==> src/rtl/roi_pkg.sv <==
// Shared constants, FSM state type and counter-width helper for the pixel
// framing front end of the ROI pipeline.
package roi_pkg;

    localparam int DEF_PIXEL_SIZE = 8;
    localparam int DEF_WIDTH      = 1920;
    localparam int DEF_HEIGHT     = 1080;

    typedef enum logic {
        ST_IDLE   = 1'b0,
        ST_ACTIVE = 1'b1
    } framer_state_t;

    // Counter width for a 0..n-1 range; a range of one still needs one bit.
    function automatic int cnt_width(input int n);
        return (n > 1) ? $clog2(n) : 1;
    endfunction

endpackage

==> src/rtl/axis_skid_buffer.sv <==
// Two-entry AXI-stream skid buffer with a registered upstream ready that
// drops only when both entries are occupied.
module axis_skid_buffer #(
    parameter int DATA_W = 8
) (
    input  logic              clk,
    input  logic              rst_n,
    input  logic [DATA_W-1:0] s_data,
    input  logic              s_valid,
    output logic              s_ready,
    output logic [DATA_W-1:0] m_data,
    output logic              m_valid,
    input  logic              m_ready
);

    logic [DATA_W-1:0] mem [2];
    logic              wr_ptr;
    logic              rd_ptr;
    logic [1:0]        count;
    logic [1:0]        count_next;
    logic              push;
    logic              pop;

    assign push    = s_valid & s_ready;
    assign pop     = m_valid & m_ready;
    assign m_valid = (count != 2'd0);
    assign m_data  = mem[rd_ptr];

    always_comb begin
        count_next = count;
        case ({push, pop})
            2'b10:   count_next = count + 2'd1;
            2'b01:   count_next = count - 2'd1;
            default: count_next = count;
        endcase
    end

    // Storage is cleared as well so tdata/tlast read back as zero after reset.
    always_ff @(posedge clk) begin
        if (!rst_n) begin
            for (int i = 0; i < 2; i++) begin
                mem[i] <= '0;
            end
            wr_ptr  <= 1'b0;
            rd_ptr  <= 1'b0;
            count   <= 2'd0;
            s_ready <= 1'b0;
        end else begin
            if (push) begin
                mem[wr_ptr] <= s_data;
                wr_ptr      <= ~wr_ptr;
            end
            if (pop) begin
                rd_ptr <= ~rd_ptr;
            end
            count   <= count_next;
            s_ready <= (count_next != 2'd2);
        end
    end

endmodule

==> src/rtl/pixel_framer.sv <==
// Frames a raw pixel stream into lines (tlast) and frames (done/err pulses).
// Optional PIXEL_FRAMER_SOF_EN adds o_m_axis_tuser on the (0,0) pixel.
//
// state     | meaning
// ----------+------------------------------------------------------------
// ST_IDLE   | waiting for tuser; untagged pixels are accepted and dropped
// ST_ACTIVE | inside a frame; every accepted pixel is forwarded
module pixel_framer
    import roi_pkg::*;
#(
    parameter int PIXEL_SIZE = DEF_PIXEL_SIZE,
    parameter int WIDTH      = DEF_WIDTH,
    parameter int HEIGHT     = DEF_HEIGHT
) (
    input  logic                  clk,
    input  logic                  rst_n,
    input  logic [PIXEL_SIZE-1:0] i_s_axis_tdata,
    input  logic                  i_s_axis_tvalid,
    input  logic                  i_s_axis_tuser,
    output logic                  o_s_axis_tready,
    output logic [PIXEL_SIZE-1:0] o_m_axis_tdata,
    output logic                  o_m_axis_tvalid,
    output logic                  o_m_axis_tlast,
`ifdef PIXEL_FRAMER_SOF_EN
    output logic                  o_m_axis_tuser,
`endif
    input  logic                  i_m_axis_tready,
    output logic                  o_frame_done,
    output logic                  o_frame_err
);

    localparam int COL_W = cnt_width(WIDTH);
    localparam int ROW_W = cnt_width(HEIGHT);
    localparam logic [COL_W-1:0] COL_LAST = COL_W'(WIDTH - 1);
    localparam logic [ROW_W-1:0] ROW_LAST = ROW_W'(HEIGHT - 1);
`ifdef PIXEL_FRAMER_SOF_EN
    localparam int SKID_W = PIXEL_SIZE + 2;
`else
    localparam int SKID_W = PIXEL_SIZE + 1;
`endif

    framer_state_t     state;
    framer_state_t     state_next;
    logic [COL_W-1:0]  col;
    logic [COL_W-1:0]  col_next;
    logic [COL_W-1:0]  pos_col;
    logic [ROW_W-1:0]  row;
    logic [ROW_W-1:0]  row_next;
    logic [ROW_W-1:0]  pos_row;
    logic              done_next;
    logic              err_next;
    logic              in_xfer;
    logic              forward;
    logic              pix_last;
    logic              frame_end;

    logic              skid_in_ready;
    logic [SKID_W-1:0] skid_in_data;
    logic [SKID_W-1:0] skid_out_data;

    assign in_xfer         = i_s_axis_tvalid & skid_in_ready;
    assign o_s_axis_tready = skid_in_ready;

    // A tagged pixel always restarts at (0,0), whatever the counters say.
    assign pos_col   = i_s_axis_tuser ? '0 : col;
    assign pos_row   = i_s_axis_tuser ? '0 : row;
    assign pix_last  = (pos_col == COL_LAST);
    assign frame_end = pix_last && (pos_row == ROW_LAST);

    always_comb begin
        state_next = state;
        col_next   = col;
        row_next   = row;
        done_next  = 1'b0;
        err_next   = o_frame_err;
        forward    = 1'b0;

        if (in_xfer) begin
            if (state == ST_IDLE) begin
                forward = i_s_axis_tuser;
            end else begin
                forward = 1'b1;
                if (i_s_axis_tuser && ((col != '0) || (row != '0))) begin
                    err_next = 1'b1;
                end
            end
        end

        if (forward) begin
            if (frame_end) begin
                col_next   = '0;
                row_next   = '0;
                done_next  = 1'b1;
                state_next = ST_IDLE;
            end else if (pix_last) begin
                col_next   = '0;
                row_next   = pos_row + 1'b1;
                state_next = ST_ACTIVE;
            end else begin
                col_next   = pos_col + 1'b1;
                row_next   = pos_row;
                state_next = ST_ACTIVE;
            end
        end
    end

    always_ff @(posedge clk) begin
        if (!rst_n) begin
            state        <= ST_IDLE;
            col          <= '0;
            row          <= '0;
            o_frame_done <= 1'b0;
            o_frame_err  <= 1'b0;
        end else begin
            state        <= state_next;
            col          <= col_next;
            row          <= row_next;
            o_frame_done <= done_next;
            o_frame_err  <= err_next;
        end
    end

`ifdef PIXEL_FRAMER_SOF_EN
    assign skid_in_data   = {(pos_col == '0) && (pos_row == '0), pix_last, i_s_axis_tdata};
    assign o_m_axis_tuser = skid_out_data[PIXEL_SIZE+1];
`else
    assign skid_in_data   = {pix_last, i_s_axis_tdata};
`endif
    assign o_m_axis_tdata = skid_out_data[PIXEL_SIZE-1:0];
    assign o_m_axis_tlast = skid_out_data[PIXEL_SIZE];

    axis_skid_buffer #(
        .DATA_W (SKID_W)
    ) u_skid (
        .clk     (clk),
        .rst_n   (rst_n),
        .s_data  (skid_in_data),
        .s_valid (forward),
        .s_ready (skid_in_ready),
        .m_data  (skid_out_data),
        .m_valid (o_m_axis_tvalid),
        .m_ready (i_m_axis_tready)
    );

endmodule

==> config.mk <==
export PLATFORM = sky130hd
export DESIGN_NAME = pixel_framer
export DESIGN_NICKNAME = d
export VERILOG_FILES = /design/src/rtl/roi_pkg.sv /design/src/rtl/axis_skid_buffer.sv /design/src/rtl/pixel_framer.sv
export SDC_FILE = /design/constraint.sdc
export NUM_CORES = 1
export LEC_CHECK = 0
export CORE_MARGIN = 4
export CORE_UTILIZATION = 61
export CTS_CLUSTER_DIAMETER = 50
export DETAILED_ROUTE_END_ITERATION = 12
export PLACE_DENSITY_LB_ADDON = 0.25
export SETUP_SLACK_MARGIN = 0.05
export SLEW_MARGIN = 10
export SYNTH_ARGS = -nofsm -noshare
export SYNTH_HDL_FRONTEND = slang
export SYNTH_SLANG_ARGS = --single-unit
==> constraint.sdc <==
create_clock -name clk -period 5.7 [get_ports clk]
set_clock_uncertainty 0.1 [all_clocks]
set_input_delay 1.14 -clock clk [delete_from_list [all_inputs] [get_ports clk]]
set_output_delay 1.14 -clock clk [all_outputs]
set_load 0.1 [all_outputs]
==> summary.md <==
| Metric | Value |
|---|---|
| Status | finished, final reports clean |
| Largest family of logic cells by synthesized area | simple AND/OR/NAND/NOR gates |
| Mux contribution to synthesized area | 3.96% |
| Vias in the first global route | 1,923 |
| Count leader, synth | dfxtp_1 |
| ANT nets after route | 0 |
| Number of synthesis warnings | 0 |
| Clk Latency, worst-skew pair | 300 ps |
| Syn Area/Cell | 9.16 um^2 |
| Fin crit share | 73.1% |
| RSZ-0062 raised after global routing | false |
| Largest net degree at the start of global routing | 30 |
| CP max FO | 29 |
| Synth Area in Adders | 1.47% |
| DRT Pass-1 Iters | 5 |
| Grt met2 use | 36.3% |
| Syn Nets | 295 |
| Most frequent CP cell | nor2_1 |
| Crit path arrival time | 4040 ps |
| Synth Cell Area | 2560 um^2 |
| Layout cells sized above 1 | 10.1% |
| Synth top area share | 24.3% |
| Clock root cell | clkbuf_8 |
| First-pass GRT wire length | 9.03 mm |
| Inserted Diodes | 0 |
| Worst-Margin Slew | 978 ps |
| Met3 Resource Use GR | 4.82% |
| Post_cts resized | 0 |
| CP cell instances | clkdlybuf4s50_1 > nor2_1 > nor2_1 > clkinv_1 > nor2_1 > nand2_1 > nand2_1 |
| Max Root-Sink Buffers | 2 |
| Max-cap viol count | 0 |
| FF+latch count, synth | 49 |
| Fin. max-slew vios | 0 |
| Gpl congestion | 0.874 |
| Max stage delay on crit path | 1070 ps |
| Die area | 5290 um^2 |
| Row count | 23 |
| Crit path capture type | flop |
| Post-synth EDFFs | 18 |
| Gr usage total | 22.0% |
| Yosys top cell by area | dfxtp_1 |
| Syn Inst Count | 279 |
| Core Box Area | 4030 um^2 |
| Top cells by area, synth | dfxtp_1 24%, edfxtp_1 21%, mux2_2 4.0% |
| Leakage | 1.07 nW |
| P&R area growth vs syn | 13.4% |
| FFs w/ async S/R, synth | 0% |
| Xor and xnor fraction of the mapped netlist area | 1.71% |
| Finished Core Util | 71.9% |
| Post-synth cell types | 54 |
| CTS buffer count | 5 |
| Worst Setup Start Kind | primary input |
| CTS HTree Levels | 2 |
| Compound-Gate Fraction of Synth Area | 13.3% |
| Port Buffers | 25 |
| Initial Utilization | 63.4% |
| Clock-pin slew on the worst setup and hold paths | 90 ps |
| Simple-gate share of the synthesized area | 30.3% |
| Sequential share of the synthesized area | 45.4% |
| Number of setup buffers added after CTS | 0 |
| DPL Wire Length | 3.96 mm |
| Met1 usage | 28.4% |
| Die H | 72.7 um |
| Final hold vios | 0 |
| CP max-delay cell | clkdlybuf4s50_1 |
| # IOs | 26 |
| HP Class | flop to flop |
| PD cells | 286 nW/um^2 |
| R2R cell count | 6 |
| Routed wire length | 5.59 mm |
| Crit path required time | 5570 ps |
| # DRC | 0 |
| Via density | 6.21 |
| GR peak layer | met2 |
| Final nets | 313 |
| Total number of vias | 2,161 |
| Setup violators final | 0 |
| List of most frequent post-synthesis cells | 31 x dfxtp_1, 25 x nand2_1, 25 x nor2_1 |
| Hold Buf Count CTS | 0 |
| Fin crit period | 4170 ps |
| Initial antenna violation count | 0 |
| Rel. slew slack | 34.6% |
| Setup CP Type | primary input to flop |
| Post-synth top flop | dfxtp_1 |
| # clock sinks | 49 |
| Width of the die | 72.7 um |
| CTS tree | done |
| GRT Residual Overflow | 0 |
| Setup TNS | 0 ps |
| Initial DRC Count | 140 |
| DR WL/cell | 16.1 um |
| VDD IR max | 0.238 mV |
| Depth of the worst hold-timing path | 2 |
| Max frequency | 240 MHz |
[final cells by class]
cell class	instances	area (um^2)
tap	50	62.6
clock buffer	6	72.6
clock inverter	2	15.0
inverter	6	22.5
sequential	49	1160
timing repair buffer	27	265
multi-input combinational	208	1300
fill	316	1130
[worst max-delay path, delay by kind of cell]
family,cells,cell delay (ps)
buffers and inverters,2,1280
AND/OR/NAND/NOR,5,1610
[through the flow]
stage | area, um^2 | worst slack, ps | hold WS [ps] | instances | power [W]
final | 2900 | 1530 | 356 | 348 | 0.000830
after global routing | 2900 | 1340 | 387 | 348 | 0.000864
after CTS | 2900 | 1630 | 362 | 348 | 0.000836
after detailed placement | 2810 | 1340 | 349 | 340 | 0.000639
after global placement | 2810 | 1530 | 338 | 340 | 0.000634
after floorplan | 2560 | 2610 | 354 | 279 | 0.000586
[path summary, 6_finish.rpt]
kind                                startpoint                to  slack (ps)
worst max-delay path            i_s_axis_tuser  u_skid.mem[1][5]        1530
worst min-delay path               o_frame_err       o_frame_err         360
worst max register to register  u_skid.s_ready  u_skid.mem[1][5]        3090
worst min register to register     o_frame_err       o_frame_err         360
[per-layer routing]
metal / wire length [um] / vias to the layer above / share of wire [%]
met5: 0 / - / 0
met4: 59 / 0 / 1.1
met3: 333 / 5 / 6.0
met2: 2820 / 67 / 50
met1: 2380 / 1030 / 43
li1: - / 1059 / -
[state kept, by name, summed over array words and instances (netlist names), named ones only]
| signal | flops |
|---|---|
| u_skid.wr_ptr | 1 |
| u_skid.s_ready | 1 |
| state | 1 |
| col | 11 |
| row | 11 |
| u_skid.count | 2 |
| u_skid.mem | 18 |
| o_frame_done | 1 |
| o_frame_err | 1 |
| u_skid.rd_ptr | 1 |
[cells by family after synthesis]
kind of cell    after synthesis
compound gates               55
buf+inv                      22
fa+ha+maj                     3
flops                        49
simple gates                136
mux                           9
xor+xnor                      5
[where the power goes]
part           internal, W  total, W  switching [W]
Combinational    0.0000684  0.000234       0.000165
Clock            0.0000865  0.000199       0.000113
Sequential        0.000380  0.000397      0.0000175
Total             0.000534  0.000830       0.000295
[cell usage in the layout, fill, tap and decap left out, types with 7 or more instances in the layout]
cell type and instances:
o21ai_0 18, and3_1 11, dfxtp_1 31, mux2_2 9, nor2_1 25, a21oi_1 18, clkdlybuf4s50_1 25, and2_1 11
nand2_1 25, edfxtp_1 18, nand3_1 12, nand4_1 7, nor3_1 10
No activity file was read; power rests on OpenSTA's default activity.
